--- src/rtl/clock_divider_unit.sv ---
// clock_divider_unit: two glitch-free programmable clock dividers (ratio 1..7)
// deriving core_clk and user_clk from a single source clock.
// Optional feature macro: CLK_EDGE_COUNT_EN adds rise-edge counters for both
// outputs with a start/stop measurement window.
module clock_divider_unit #(
    parameter int CNT_W = 16
) (
    input  logic             clock,
    input  logic             reset,
    input  logic [2:0]       core_div,
    input  logic [2:0]       user_div,
    output logic             core_clk,
    output logic             user_clk
`ifdef CLK_EDGE_COUNT_EN
    ,
    input  logic             count_start,
    input  logic             count_stop,
    output logic [CNT_W-1:0] core_count,
    output logic [CNT_W-1:0] user_count,
    output logic             count_busy
`endif
);

    logic [2:0] div_in [2];
    logic [1:0] clk_out;

    assign div_in[0] = core_div;
    assign div_in[1] = user_div;
    assign core_clk  = clk_out[0];
    assign user_clk  = clk_out[1];

`ifdef CLK_EDGE_COUNT_EN
    logic [1:0] rise_ev;
`endif

    // Channel 0 is core, channel 1 is user; both are identical.
    for (genvar gi = 0; gi < 2; gi++) begin : g_ch
        logic [2:0] cnt_q;
        logic [2:0] cnt_d;
        logic [2:0] n_act_q;
        logic [2:0] n_act_d;
        logic [2:0] n_eff;
        logic       init_q;
        logic       pos_q;
        logic       pos_d;
        logic       neg_q;
        logic       neg_d;
        logic       en_q;
        logic       en_d;
        logic       bypass;
        logic       wrap;

        // Period counter, divisor sampling at wrap and output decode.
        // Until the first edge after reset, the live divisor input is used
        // so the ratio present at reset release takes effect immediately.
        always_comb begin
            n_eff   = init_q ? div_in[gi] : n_act_q;
            bypass  = (n_eff <= 3'd1);
            wrap    = bypass || (cnt_q == (n_eff - 3'd1));
            cnt_d   = wrap ? 3'd0 : (cnt_q + 3'd1);
            n_act_d = wrap ? div_in[gi] : n_eff;
            pos_d   = !bypass && (cnt_q < (n_eff >> 1));
            // Only odd ratios stretch the high phase by half a cycle
            neg_d   = pos_q & n_act_q[0];
            // Bypass enable changes only while clock is low: no runt pulse
            en_d    = bypass;
        end

        // Posedge state: counter, active divisor, output flop
        always_ff @(posedge clock or posedge reset) begin
            if (reset) begin
                cnt_q   <= 3'd0;
                n_act_q <= 3'd0;
                init_q  <= 1'b1;
                pos_q   <= 1'b0;
            end else begin
                cnt_q   <= cnt_d;
                n_act_q <= n_act_d;
                init_q  <= 1'b0;
                pos_q   <= pos_d;
            end
        end

        // Negedge helpers: half-cycle stretch and bypass gate enable
        always_ff @(negedge clock or posedge reset) begin
            if (reset) begin
                neg_q <= 1'b0;
                en_q  <= 1'b0;
            end else begin
                neg_q <= neg_d;
                en_q  <= en_d;
            end
        end

        assign clk_out[gi] = (clock & en_q) | pos_q | neg_q;

`ifdef CLK_EDGE_COUNT_EN
        // The output rises on the edge after each wrap; every cycle in bypass
        assign rise_ev[gi] = bypass || (cnt_q == 3'd0);
`endif
    end

`ifdef CLK_EDGE_COUNT_EN
    localparam logic [CNT_W-1:0] CNT_ONE = CNT_W'(1);

    logic             busy_q;
    logic             busy_d;
    logic [1:0]       rise_q;
    logic [CNT_W-1:0] edge_cnt_q [2];
    logic [CNT_W-1:0] edge_cnt_d [2];

    // Window control (start wins over stop) and saturating count update
    always_comb begin
        busy_d = busy_q;
        if (count_start) begin
            busy_d = 1'b1;
        end else if (count_stop) begin
            busy_d = 1'b0;
        end
        for (int i = 0; i < 2; i++) begin
            edge_cnt_d[i] = edge_cnt_q[i];
            if (count_start) begin
                edge_cnt_d[i] = '0;
            end else if (busy_q && rise_q[i] && (edge_cnt_q[i] != {CNT_W{1'b1}})) begin
                edge_cnt_d[i] = edge_cnt_q[i] + CNT_ONE;
            end
        end
    end

    // Registered rise events, window flag and counts
    always_ff @(posedge clock or posedge reset) begin
        if (reset) begin
            busy_q <= 1'b0;
            rise_q <= 2'b00;
            for (int i = 0; i < 2; i++) begin
                edge_cnt_q[i] <= '0;
            end
        end else begin
            busy_q <= busy_d;
            rise_q <= rise_ev;
            for (int i = 0; i < 2; i++) begin
                edge_cnt_q[i] <= edge_cnt_d[i];
            end
        end
    end

    assign core_count = edge_cnt_q[0];
    assign user_count = edge_cnt_q[1];
    assign count_busy = busy_q;
`endif

endmodule

--- config.mk ---
export PLATFORM = sky130hd
export DESIGN_NAME = clock_divider_unit
export DESIGN_NICKNAME = d
export VERILOG_FILES = /design/src/rtl/clock_divider_unit.sv
export SDC_FILE = /design/constraint.sdc
export NUM_CORES = 1
export LEC_CHECK = 0
export CORE_AREA = 2 2 54 56
export DETAILED_ROUTE_END_ITERATION = 16
export DIE_AREA = 0 0 56 58
export GPL_TIMING_DRIVEN = 0
export PLACE_DENSITY = 0.76
export SETUP_SLACK_MARGIN = 0.02
export SLEW_MARGIN = 15
export SYNTH_ARGS = -nofsm -noshare
export SYNTH_HDL_FRONTEND = slang
export SYNTH_SLANG_ARGS = --single-unit
--- constraint.sdc ---
create_clock -name clock -period 2.05 [get_ports clock]
set_input_delay 0.41 -clock clock [delete_from_list [all_inputs] [get_ports clock]]
set_output_delay 0.41 -clock clock [all_outputs]
set_load 0.005 [all_outputs]
==> impl_metrics.env, run 1 <==
export IMPL_outcome="finished with violations"
export IMPL_violations="negative setup slack"
export IMPL_worst_pin_slew_ns=0.729
export IMPL_via_per_inst=5.20
export IMPL_drive_above_1_share_pct=53.4
export IMPL_grt_pass1_wl_mm=4.26
export IMPL_ys_seq_area_share_pct=42.0
export IMPL_finalClockSkew_ns=0.00918
export IMPL_placed_cell_area_mm2=0.00131
export IMPL_hold_slack_ns=0.391
export IMPL_drtAntennaViolNets=0
export IMPL_hpwlAfterDp_mm=1.44
export IMPL_final_hold_violation_count=0
export IMPL_drt_iter0_drc=14
export IMPL_drv_cap=0
export IMPL_core_mm2=0.00266
export IMPL_vias=842
export IMPL_dp_cells=130
export IMPL_crit_arrival_ns=2.17
export IMPL_post_synth_top_area_cell="dfrtp_1"
export IMPL_report_final_slew_viol_count=0
export IMPL_ys_ff_latch=19
export IMPL_pre_cts_slack_ns=-0.726
export IMPL_required_ns=1.64
export IMPL_worstHoldPathType="input pin to asynchronous set/reset pin"
export IMPL_syn_inst=90
export IMPL_avgRoutedWirePerCell_um=17.6
export IMPL_yosys_cell_types_count=26
export IMPL_die_w_um=56
export IMPL_async_flop_share_pct=100
export IMPL_crit_path_end_kind="output pin"
export IMPL_yosysMostFrequentCell="dfrtp_1"
export IMPL_synth_cell_area_mm2=0.00114
export IMPL_firstDrtPassIters=4
export IMPL_antenna_found_initial=0
export IMPL_synth_warnings=0
export IMPL_vdd_drop_max_mv=0.951
export IMPL_initial_core_util_pct=42.7
export IMPL_grt_pass1_vias=922
export IMPL_wl_mm=2.86
export IMPL_nets=148
export IMPL_path_clk_slew_ns=0.12
export IMPL_num_rows=19
export IMPL_clock_insertion_delay_worst_skew_ns=0.43
export IMPL_hold_buffers=0
export IMPL_setup_viol=16
export IMPL_fp_dieArea_mm2=0.00325
export IMPL_stdcell_count=162
export IMPL_design_area_mm2=0.00171
export IMPL_gp_congestion=0.788
export IMPL_syn_num_nets=106
export IMPL_critPathMaxStageDelay_ns=0.34
export IMPL_power_density_mw_per_mm2=1620
export IMPL_relSlewSlack_pct=51.3
export IMPL_ios=10
export IMPL_grt_usage_pct=18.5
export IMPL_p_leak_nw=0.775
export IMPL_cp_max_fo=1
export IMPL_post_route_util_pct=64.3
export IMPL_avgSynthCellArea_um2=12.6
export IMPL_synth_common_cells="dfrtp_1 (14), ha_1 (8), inv_1 (7)"
export IMPL_ys_dominant_reg_cell="dfrtp_1"
export IMPL_worstSetupStartpointType="register"
export IMPL_cts_tree="done"
export IMPL_setup_slack_ns=-0.532
export IMPL_path_cells="a211o_1 > buf_2"
export IMPL_die_h_um=58
export IMPL_area_delta_synth_final_pct=50.7
export IMPL_drt_drc_violations_left=0
export IMPL_synthTopCellsByArea="dfrtp_1 (31%), dfrtn_1 (8.8%), ha_1 (8.8%)"
export IMPL_synth_edf_count=0
export IMPL_worst_setup_path_type="register to output pin"
export IMPL_io_buffers=9
export IMPL_rsz0062_at_grt="true"
export IMPL_grt_max_degree=20
export IMPL_crit_slowest_cell="dfrtn_1"
export IMPL_overflow=0
export IMPL_yosysTopAreaCellShare_pct=30.8
export IMPL_antennaDiodeCount=0
flip-flops by register name, indices dropped and copies added, names as in the netlist:
signal        cells
g_ch.n_act_q      6
g_ch.pos_q        2
g_ch.neg_q        2
g_ch.init_q       1
g_ch.en_q         2
g_ch.cnt_q        6
critical path, delay by kind of cell, from the launching register on:
| family | cells | cell delay (ns) |
|---|---|---|
| flip-flops | 1 | 0.34 |
| buffers and inverters | 1 | 0.12 |
| AO/OA/AOI/OAI | 1 | 0.24 |
per-layer routing:
layer	GRT usage (%)	vias to the layer above	part of all wire [%]
met5	0	-	0
met1	21.2	426	44
met2	29.1	13	51
li1	-	394	-
met4	13.6	0	1.9
met3	6.25	9	2.6
cells in the final DEF (no fill, tap or decap), drive strengths merged, types with 6 or more instances in the layout:
cell / Yosys / layout
buf: 1 / 27
xnor2: 6 / 6
ha: 8 / 8
inv: 9 / 9
mux2i: 6 / 6
clkbuf: 0 / 7
and2: 6 / 6
clkdlybuf4s50: 0 / 7
a31oi: 8 / 8
dfrtp: 14 / 14
repair_timing:
action,4_1_cts,5_1_grt
endpoints found under the setup margin,15,17
setup buffers,20,5
resized for setup,32,7
pin swaps,7,5
logic make-up (layout without fill, tap and decap cells):
kind of cell / after synthesis / in the layout / synth area share [%]
XOR/XNOR: 10 / 10 / 9.03
multiplexers: 10 / 10 / 10.6
AND/OR/NAND/NOR: 16 / 16 / 10.4
buffers and inverters: 12 / 53 / 5.51
AO/OA/AOI/OAI: 14 / 14 / 13.4
adder cells (fa/ha/maj): 8 / 8 / 8.81
other: 1 / 1 / 0.330
flip-flops: 19 / 19 / 42.0
layout make-up:
type                            count  area [um^2]
Multi-Input combinational cell     59          772
Buffer                              1         20.0
Clock buffer                        9         62.6
Fill cell                         200          951
Tap cell                           31         38.8
Inverter                           11         56.3
Timing Repair Buffer               31          280
Clock inverter                      1         5.00
Sequential cell                    19          477
final timing paths:
check	depth (start not counted)	endpoint	start	slack, ns
hold / removal	2	g_ch[0].n_act_q[2]$_DFF_PP0_	reset	0.39
hold reg to reg	1	g_ch[0].cnt_q[0]$_DFF_PP0_	g_ch[0].cnt_q[0]$_DFF_PP0_	0.52
max in group asynchronous	2	g_ch[1].en_q$_DFF_NP0_	reset	0.26
min in group clock	1	g_ch[0].cnt_q[0]$_DFF_PP0_	g_ch[0].cnt_q[0]$_DFF_PP0_	0.52
setup / recovery	2	core_clk	g_ch[0].en_q$_DFF_NP0_	-0.53
setup reg to reg	6	g_ch[0].en_q$_DFF_NP0_	g_ch[1].init_q$_DFF_PP1_	-0.46
power by group:
group / switching, mW / leakage (nW) / internal [mW]
clock: 0.182 / 0.0557 / 0.199
combinational: 0.705 / 0.487 / 0.970
sequential: 0.176 / 0.232 / 0.545
metrics by stage:
stage	TNS, ns	total power [mW]
finish	-3.76	2.78
global route	-4.97	2.93
CTS	-2.73	2.54
detailed placement	-5.89	1.76
global placement	-5.02	1.70
floorplan	-1.00	1.53
Note: power is estimated with default switching activity, not from simulation.
==> run 2: changes to the inputs <==
--- a/config.mk
+++ b/config.mk
@@ -10,7 +10,7 @@
 export DIE_AREA = 0 0 56 58
 export GPL_TIMING_DRIVEN = 0
 export PLACE_DENSITY = 0.76
-export SETUP_SLACK_MARGIN = 0.02
+export SETUP_SLACK_MARGIN = 0.4
 export SLEW_MARGIN = 15
 export SYNTH_ARGS = -nofsm -noshare
 export SYNTH_HDL_FRONTEND = slang
==> impl_metrics.env, run 2 (synthesis gave the netlist of run 1 again) <==
export IMPL_outcome="finished with violations"
export IMPL_violations="negative setup slack"
export IMPL_dp_cells=130
export IMPL_vdd_drop_max_mv=1.14
export IMPL_area_delta_synth_final_pct=59.0
export IMPL_worstSetupStartpointType="register"
export IMPL_grt_pass1_vias=930
export IMPL_drv_cap=0
export IMPL_cts_tree="done"
export IMPL_rsz0062_at_grt="true"
export IMPL_final_hold_violation_count=0
export IMPL_placed_cell_area_mm2=0.00132
export IMPL_crit_path_end_kind="output pin"
export IMPL_clock_insertion_delay_worst_skew_ns=0.43
export IMPL_hpwlAfterDp_mm=1.37
export IMPL_setup_slack_ns=-0.531
export IMPL_overflow=0
export IMPL_die_w_um=56
export IMPL_report_final_slew_viol_count=0
export IMPL_path_clk_slew_ns=0.11
export IMPL_initial_core_util_pct=42.7
export IMPL_setup_viol=16
export IMPL_worstHoldPathType="input pin to asynchronous set/reset pin"
export IMPL_hold_buffers=0
export IMPL_grt_pass1_wl_mm=4.28
export IMPL_ios=10
export IMPL_fp_dieArea_mm2=0.00325
export IMPL_n_fill_cell=171
export IMPL_finalClockSkew_ns=0.00706
export IMPL_num_rows=19
export IMPL_crit_arrival_ns=2.17
export IMPL_via_per_inst=5.12
export IMPL_antenna_found_initial=0
export IMPL_core_mm2=0.00266
export IMPL_avgRoutedWirePerCell_um=18.4
export IMPL_grt_usage_pct=18.4
export IMPL_required_ns=1.64
export IMPL_drive_above_1_share_pct=59.7
export IMPL_antennaDiodeCount=0
export IMPL_io_buffers=9
export IMPL_stdcell_count=165
export IMPL_gp_congestion=0.861
export IMPL_nets=151
export IMPL_layout_commonest_cell="buf_4"
export IMPL_mostFrequentLayoutCells="buf_4 (16), dfrtp_1 (14), buf_6 (10)"
export IMPL_firstDrtPassIters=4
export IMPL_power_density_mw_per_mm2=1640
export IMPL_grt_max_degree=20
export IMPL_drtAntennaViolNets=0
export IMPL_cp_max_fo=1
export IMPL_die_h_um=58
export IMPL_reg_top3="g_ch.cnt_q: 6 flops, g_ch.n_act_q: 6 flops"
export IMPL_vias=845
export IMPL_p_leak_nw=0.819
export IMPL_worst_setup_path_type="register to output pin"
export IMPL_drt_iter0_drc=31
export IMPL_design_area_mm2=0.00181
export IMPL_reg2regPathDepth=6
export IMPL_drt_drc_violations_left=0
export IMPL_post_route_util_pct=67.9
export IMPL_finalPower_mw=2.96
export IMPL_wl_mm=3.04
==> run 2: cell types whose count changed in the layout (fill, tap and decap cells not counted), moves of 2 or more <==
cell     change
and2_4       +2
buf_6        +2
nor2b_4      +2
nor2b_1      -2
and2_1       -2
==> run 2: report_power, final <==
| part | switching, mW | internal (mW) | leakage (nW) |
|---|---|---|---|
| Sequential | 0.192 | 0.545 | 0.232 |
| Clock | 0.179 | 0.202 | 0.0530 |
| Combinational | 0.744 | 1.09 | 0.534 |
==> run 2: repair_timing <==
item / CTS / global route
pin swaps: 9 / 8
setup endpoints to repair: 20 / 20
gates resized for setup: 35 / 16
buffers inserted: 17 / 10
==> run 2: critical path: stages, from the launching register on <==
cell and delay (ns):
dfrtn_1 0.34, a211o_1 0.25, buf_2 0.12
==> run 2: stage by stage <==
| step | setup WS, ns | setup TNS [ns] | hold slack (ns) |
|---|---|---|---|
| 6_report | -0.531 | -4.33 | 0.310 |
| 5_1_grt | -0.580 | -5.38 | 0.334 |
| 4_1_cts | -0.508 | -2.73 | 0.339 |
| 3_5_place_dp | -0.714 | -4.83 | 0.501 |
| 3_3_place_gp | -0.659 | -4.23 | 0.484 |
| 2_1_floorplan | -0.442 | -1.00 | 0.256 |
==> run 2: layout make-up <==
cell class                      count  area, um^2  share of cell area (%)
Inverter                           11        60.1                    3.32
Clock buffer                       10        66.3                    3.67
Sequential cell                    19         477                    26.4
Timing Repair Buffer               34         323                    17.9
Tap cell                           31        38.8                    2.15
Buffer                              1        20.0                    1.11
Multi-Input combinational cell     59         822                    45.5
==> run 2: final timing paths <==
path	endpoint	slack [ns]	startpoint
min in group clock	g_ch[1].cnt_q[0]$_DFF_PP0_	0.56	g_ch[1].cnt_q[0]$_DFF_PP0_
max reg2reg	g_ch[1].en_q$_DFF_NP0_	-0.43	g_ch[1].init_q$_DFF_PP1_
min	g_ch[0].n_act_q[2]$_DFF_PP0_	0.31	reset
max in group asynchronous	g_ch[1].en_q$_DFF_NP0_	0.54	reset
min reg2reg	g_ch[1].cnt_q[0]$_DFF_PP0_	0.56	g_ch[1].cnt_q[0]$_DFF_PP0_
max	core_clk	-0.53	g_ch[0].en_q$_DFF_NP0_
==> run 2: metal layers <==
| layer | track usage (%) | wire length, um | vias to the layer above |
|---|---|---|---|
| li1 | - | - | 396 |
| met1 | 22.0 | 1350 | 419 |
| met2 | 28.1 | 1460 | 22 |
| met3 | 7.59 | 154 | 8 |
| met4 | 10.5 | 72 | 0 |
| met5 | 0 | 0 | - |
